## src/rtl/pattern_tx.sv

```systemverilog
// pattern_tx: serial frame transmitter.
// Sends a WIDTH-bit word (built-in PATTERN or a custom word) MSB first,
// repeat_cnt+1 times, with GAP idle cycles between consecutive frames.
// Optional feature macro: PATTERN_TX_PARITY_EN appends an even-parity bit
// after every frame.
//
// Handshake: start is a request sampled only while the FSM is in IDLE
// (including the done cycle); a high start at that edge is accepted and
// use_custom/data/repeat_cnt are captured at the same edge. out is a frame
// bit exactly when out_valid is high; there is no backpressure.
module pattern_tx #(
    parameter int                 WIDTH   = 5,
    parameter logic [WIDTH-1:0]   PATTERN = WIDTH'(5'b11010),
    parameter int                 GAP     = 0
) (
    input  logic             clk,
    input  logic             reset,
    input  logic             start,
    input  logic             use_custom,
    input  logic [WIDTH-1:0] data,
    input  logic [3:0]       repeat_cnt,
    output logic             out,
    output logic             out_valid,
    output logic             busy,
    output logic             done,
    output logic [1:0]       state_dbg
);

    localparam int             CW       = $clog2(WIDTH);
    localparam logic [CW-1:0]  LAST_IDX = CW'(WIDTH - 1);
    localparam logic [3:0]     GAP_LOAD = (GAP > 0) ? 4'(GAP - 1) : 4'd0;

`ifdef PATTERN_TX_PARITY_EN
    typedef enum logic [1:0] {
        ST_IDLE = 2'd0,
        ST_SEND = 2'd1,
        ST_GAP  = 2'd2,
        ST_PAR  = 2'd3
    } state_t;
`else
    typedef enum logic [1:0] {
        ST_IDLE = 2'd0,
        ST_SEND = 2'd1,
        ST_GAP  = 2'd2
    } state_t;
`endif

    state_t           state, state_n;
    logic [WIDTH-1:0] word, word_n;
    logic [CW-1:0]    bit_cnt, bit_n;
    logic [3:0]       frames_left, frames_n;
    logic [3:0]       gap_cnt, gap_n;
    logic             done_q, done_n;
    logic             frame_end;

    // State and datapath registers; reset clears everything, including done.
    always_ff @(posedge clk) begin
        if (reset) begin
            state       <= ST_IDLE;
            word        <= '0;
            bit_cnt     <= '0;
            frames_left <= '0;
            gap_cnt     <= '0;
            done_q      <= 1'b0;
        end else begin
            state       <= state_n;
            word        <= word_n;
            bit_cnt     <= bit_n;
            frames_left <= frames_n;
            gap_cnt     <= gap_n;
            done_q      <= done_n;
        end
    end

    // Next-state logic: bit_cnt counts down to index the word MSB first,
    // so it never needs more than ceil(log2(WIDTH)) bits.
    always_comb begin
        state_n   = state;
        word_n    = word;
        bit_n     = bit_cnt;
        frames_n  = frames_left;
        gap_n     = gap_cnt;
        done_n    = 1'b0;
        frame_end = 1'b0;

        case (state)
            ST_IDLE: begin
                if (start) begin
                    word_n   = use_custom ? data : PATTERN;
                    frames_n = repeat_cnt;
                    bit_n    = LAST_IDX;
                    state_n  = ST_SEND;
                end
            end
            ST_SEND: begin
                if (bit_cnt != '0) begin
                    bit_n = bit_cnt - 1'b1;
                end else begin
`ifdef PATTERN_TX_PARITY_EN
                    state_n = ST_PAR;
`else
                    frame_end = 1'b1;
`endif
                end
            end
`ifdef PATTERN_TX_PARITY_EN
            ST_PAR: begin
                frame_end = 1'b1;
            end
`endif
            ST_GAP: begin
                if (gap_cnt == 4'd0) begin
                    bit_n   = LAST_IDX;
                    state_n = ST_SEND;
                end else begin
                    gap_n = gap_cnt - 4'd1;
                end
            end
            default: begin
                state_n = ST_IDLE;
            end
        endcase

        // Frame boundary: repeat the latched word, idle for GAP, or finish.
        if (frame_end) begin
            if (frames_left != 4'd0) begin
                frames_n = frames_left - 4'd1;
                bit_n    = LAST_IDX;
                if (GAP > 0) begin
                    gap_n   = GAP_LOAD;
                    state_n = ST_GAP;
                end else begin
                    state_n = ST_SEND;
                end
            end else begin
                state_n = ST_IDLE;
                done_n  = 1'b1;
            end
        end
    end

    // Outputs decoded from registered state only, so they never follow inputs.
    always_comb begin
        out       = 1'b0;
        out_valid = 1'b0;
        busy      = (state != ST_IDLE);
        case (state)
            ST_SEND: begin
                out       = word[bit_cnt];
                out_valid = 1'b1;
            end
`ifdef PATTERN_TX_PARITY_EN
            ST_PAR: begin
                out       = ^word;
                out_valid = 1'b1;
            end
`endif
            default: begin
                out       = 1'b0;
                out_valid = 1'b0;
            end
        endcase
    end

    assign done      = done_q;
    assign state_dbg = state;

endmodule

```

## config.mk

```make
export PLATFORM = sky130hd
export DESIGN_NAME = pattern_tx
export DESIGN_NICKNAME = d
export VERILOG_FILES = /design/src/rtl/pattern_tx.sv
export SDC_FILE = /design/constraint.sdc
export NUM_CORES = 1
export LEC_CHECK = 0
export ABC_AREA = 1
export BUFFER_PORTS_ARGS = -buffer_cell sky130_fd_sc_hd__buf_2
export CAP_MARGIN = 20
export CORE_AREA = 2 2 48 50
export CTS_CLUSTER_DIAMETER = 50
export DETAILED_ROUTE_END_ITERATION = 8
export DIE_AREA = 0 0 50 52
export HOLD_SLACK_MARGIN = 0.06
export PLACE_DENSITY = 0.63
export SKIP_LAST_GASP = 1
export SLEW_MARGIN = 20
export SYNTH_ARGS = -nofsm -noshare
export SYNTH_HDL_FRONTEND = slang
export SYNTH_SLANG_ARGS = --single-unit
```

## constraint.sdc

```tcl
create_clock -name clk -period 1.2 [get_ports clk]
set_input_delay 0.18 -clock clk [delete_from_list [all_inputs] [get_ports clk]]
set_output_delay 0.18 -clock clk [all_outputs]
set_load 0.01 [all_outputs]
```

[Word level (Yosys, flattened, before mapping)]
Index checks and enable logic that the tools add are counted.
Word-level totals
  output and inout bits: 6
  bits in registers: 19
  word-level logic and storage cells: 49
Operators by class
  equal/unequal tests: 5
  order comparisons: 1
  add/sub/neg operators: 3
  mux-type cells: 23
  bitwise logic cells: 2
  reduce and logical (&&, ||, !) cells: 9
Operators by type and width (number)
  $mux W4: 4
  $mux W3: 5
  $pmux W3 S3: 1
  $sub A4 B1 Y4 const B: 2
  $mux W1: 7
  $mux W2: 3
  $ne A3 B3 Y1 const B: 2
  $pmux W2 S3: 1
  $mux W5: 1
  $logic_not A4 Y1: 1
  $lt A3 B4 Y1 const B: 1
  $reduce_and A2 Y1: 2
  $reduce_bool A4 Y1: 1
  $bmux W1 S3: 1
  $reduce_and A3 Y1: 1
  $reduce_bool A3 Y1: 1
  $sub A3 B1 Y3 const B: 1
  $eq A2 B1 Y1 const B: 1
  $eq A2 B2 Y1 const B: 1
  $logic_not A2 Y1: 1
  $ne A2 B2 Y1 const B: 1
  $not A1 Y1: 2
  $reduce_bool A2 Y1: 1
  $reduce_or A2 Y1: 1

[Longest topological paths before layout]
  depth in word-level cells: 5
  depth in mapped cells: 9
  depth with buffers taken out: 9

[Worst setup path before layout]
Ideal clock, no wire load.
  path type: flip-flop to flip-flop
  start point: register bit_cnt[1]
  end point: register frames_left[3]
  arrival: 1.099 ns
  cell stages (with the launch flop): 10
  setup slack: -0.011 ns
  library setup time: 0.111 ns
  cell sequence: dfxtp_1 inv_1 ha_1 inv_1 nor2_4 nand2_2 nor2_2 nand2_1 nor2_1 nor2_1
On the way
  word-level cells in the longest chain between the ends: 4
Ends and longest elaborated chain
  start: declaration: line 50  | logic [CW-1:0] bit_cnt, bit_n;
  start signal: assignment: line 68  | bit_cnt <= bit_n;
  $reduce_bool A3 Y1: line 96  | if (bit_cnt != '0) begin
  $mux W1: line 96
  $mux W1: line 86  | case (state)
  $mux W4: line 125  | if (frame_end) begin
  end signal: assignment: line 69  | frames_left <= frames_n;
  end: declaration: line 51  | logic [3:0] frames_left, frames_n;
No other way between the ends.
A chain may end at the register's enable or synchronous reset.

[Final worst setup path]
  start point: register bit_cnt[1]
  end point: output out
On the way
  word-level cells in the longest chain between the ends: 3
Ends and longest elaborated chain
  $bmux W1 S3: line 149  | out = word[bit_cnt];
  $mux W1 (not written as such): line 149
  $mux W1: line 147  | case (state)
  end: declaration: line 22  | output logic out,
No other way between the ends. The select of a mux whose other input is x is not followed.

==> reports/results.tsv <==
stage	metric	value	unit
clock_network	hold-fix buffers at CTS	0	
grt	largest net degree at the start of global routing	17	
outcome	violated checks	negative setup slack	
floorplan	Die Width	50	µm
clock_network	CTS Sinks	14	
placed_design	placed cell area	911	µm²
critical_path	peak per-stage delay on the critical path	0.34	ns
sta	max frequency	700	MHz
critical_path	worst-path cell chain	inv_2 > buf_6 > nand2_2 > nand3_2 > nand2_1 > nand2_1 > a21oi_2 > buf_2	
critical_path	slowest CP cell	dfxtp_2	
sta	Setup Skew	0.0123	ns
grt	Congestion Overflow GR	0	
critical_path	element type at the critical path start	register	
detailed_routing	post-DR wirelength/cell	10.2	µm
final_layout	share of cells above drive strength 1	38.1	%
clock_network	clock latency on the worst-skew pair	0.29	ns
grt	initial antenna violation count	0	
power_and_ir_drop	Power Density	1440	nW/µm²
power_and_ir_drop	total power	1.51	mW
placed_design	Place WS	-0.0349	ns
detailed_routing	DR iter-0 viols	8	
detailed_routing	DR DRC count	0	
final_layout	post-layout util	50.0	%
final_layout	Fill cells	216	
critical_path	reg2reg path depth	10	
floorplan	Die Ht	52	µm
clock_network	H-tree depth	1	
synthesis	YS warnings	0	
critical_path	WP data required	1.02	ns
synthesis	post-synth top area share	36.0	%
synthesis	largest cells by area after synthesis	dfxtp_1, nand2_1, inv_1, nor2_1, o21ai_0	
placed_design	GP Congestion	0.765	
clock_network	Max clock buf depth	2	
floorplan	row count	17	
critical_path	kind of critical path	register to output pin	
floorplan	Core ar.	2110	µm²
clock_network	CTS clk-pin slew, worst paths	0.09	ns
sta	Min Clock Period, post-route	1.43	ns
detailed_routing	DRT Pass-1 Iters	3	
power_and_ir_drop	LEAKAGE	0.509	nW
synthesis	#FFs+latches synth	14	
critical_path	nature of the critical path endpoint	output pin	
final_layout	Layout area overhead	35.0	%
final_layout	commonest cells after routing, fill and taps aside	nand2_1, buf_2, inv_1, dfxtp_1, nor2_1	
clock_network	CTS root buffer	clkbuf_4	
critical_path	Worst EP arrival	1.25	ns
critical_path	CP max FO	2	
flow_run	max-capacitance violation count	0	
grt	first-pass GRT wire length	2.58	mm
worst_hold_path	Hold WC Path Type	input port to register	
sta	Final Max Tran Viols	0	
detailed_routing	drt via density	4.66	
floorplan	die area	2600	µm²
worst_hold_path	Hold Crit Depth	3	
detailed_routing	remaining antenna violation count after routing	0	
final_layout	Final Cell Area	1050	µm²
final_layout	commonest non-fill, non-tap cell in the layout	nand2_1	
synthesis	Mapped Area	779	µm²
synthesis	Mapped Cells	112	
final_layout	multi-input combinational cell area	457	µm²
sta	unrepaired setup endpoints after global routing	yes	
grt	overall global routing resource usage	13.0	%
grt	vias in the first global route	626	
sta	Worst Slack Setup Final	-0.229	ns
synthesis	Mapped Avg Cell Area	6.96	µm²
final_layout	# diodes	0	
outcome	outcome	complete, but fails checks	
power_and_ir_drop	maximum vdd ir drop	0.000848	V
final_layout	Sequential Area	282	µm²
critical_path	CP dominant cell by count	nand2_1	
sta	Final Hold Viols	0	
synthesis	sequential-to-total area share from yosys stat	36.0	%
floorplan	Starting Density	37.0	%
clock_network	CTS buffer count	3	
detailed_routing	final wirelength	1.70	mm
sta	Setup-failing EPs final	10	
placed_design	Buffers on Ports	17	
sta	fin crit share	119	%
synthesis	syn nets	128	
synthesis	Synth area leader	dfxtp_1	
placed_design	hpwl dp	1.23	mm
final_layout	nets	156	
detailed_routing	via count	778	
clock_network	TritonCTS clock tree	done	
floorplan	I/O pin cnt	19	
synthesis	Synth cell types	21	
## path summary, 6_finish.rpt
kind | start | end | slack (ns)
worst min register to register | word[3] | word[3] | 0.47
worst max register to register | bit_cnt[1] | bit_cnt[1] | -0.19
worst min-delay path | data[4] | word[4] | 0.14
worst max-delay path | bit_cnt[1] | out | -0.23
## cells in the mapped netlist, drive strengths merged
cell and count:
nor3 4, buf 4, a21oi 6, nand3 7, xor2 2, nor2 14
inv 19, conb 1, ha 3, o21ai 8, a211oi 4, dfxtp 14
nand2 25, nand4 1
## metal layers
layer	part of all wire (%)	GRT usage [%]
met5	0	0
met4	0	1.39
met2	53	24.8
met1	42	13.8
met3	5.1	5.17
## worst max-delay path: cells and delay by family (launching register included)
kind	cells	cell delay, ns
buf+inv	3	0.27
simple gates	4	0.24
flops	1	0.34
compound gates	1	0.11
## power by group
part	leakage [nW]	switching (mW)	internal, mW
Sequential	0.116	0.0363	0.528
Clock	0.0210	0.159	0.185
Combinational	0.371	0.347	0.256
Total	0.509	0.543	0.969
## area by class of cell
class	instances	area share [%]
tap	28	3.33
clock buffer	4	3.45
multi-input combinational	75	43.4
timing repair buffer	27	16.3
sequential	14	26.8
inverter	19	6.78
## stage by stage
stage / cells / hold WS [ns] / TNS [ns]
2_1_floorplan: 112 / 0.249 / 0
3_3_place_gp: 159 / 0.422 / -0.00108
3_5_place_dp: 159 / 0.439 / -0.0384
4_1_cts: 164 / 0.134 / -1.15
5_1_grt: 167 / 0.143 / -2.31
6_report: 167 / 0.138 / -1.31
## registers in the layout, indices dropped and copies added, names as in the netlist
signal	cells
done	1
word	5
bit_cnt	3
state_dbg	1
frames_left	4
## what timing repair did
action                     4_1_cts  5_1_grt
gates resized for setup          9       12
pin swaps                        8        5
buffers inserted                 1        3
setup endpoints to repair        8       10
## logic make-up (layout without fill, tap and decap cells)
kind of cell | after synthesis | after routing | share of synthesized area, %
other cells | 1 | 1 | 0.481
buf+inv | 23 | 50 | 13.5
compound gates | 18 | 18 | 12.8
fa+ha+maj | 3 | 3 | 4.82
simple gates | 51 | 51 | 30.2
xor+xnor | 2 | 2 | 2.25
flops | 14 | 14 | 36.0
Power figures use the tool's default switching activity.
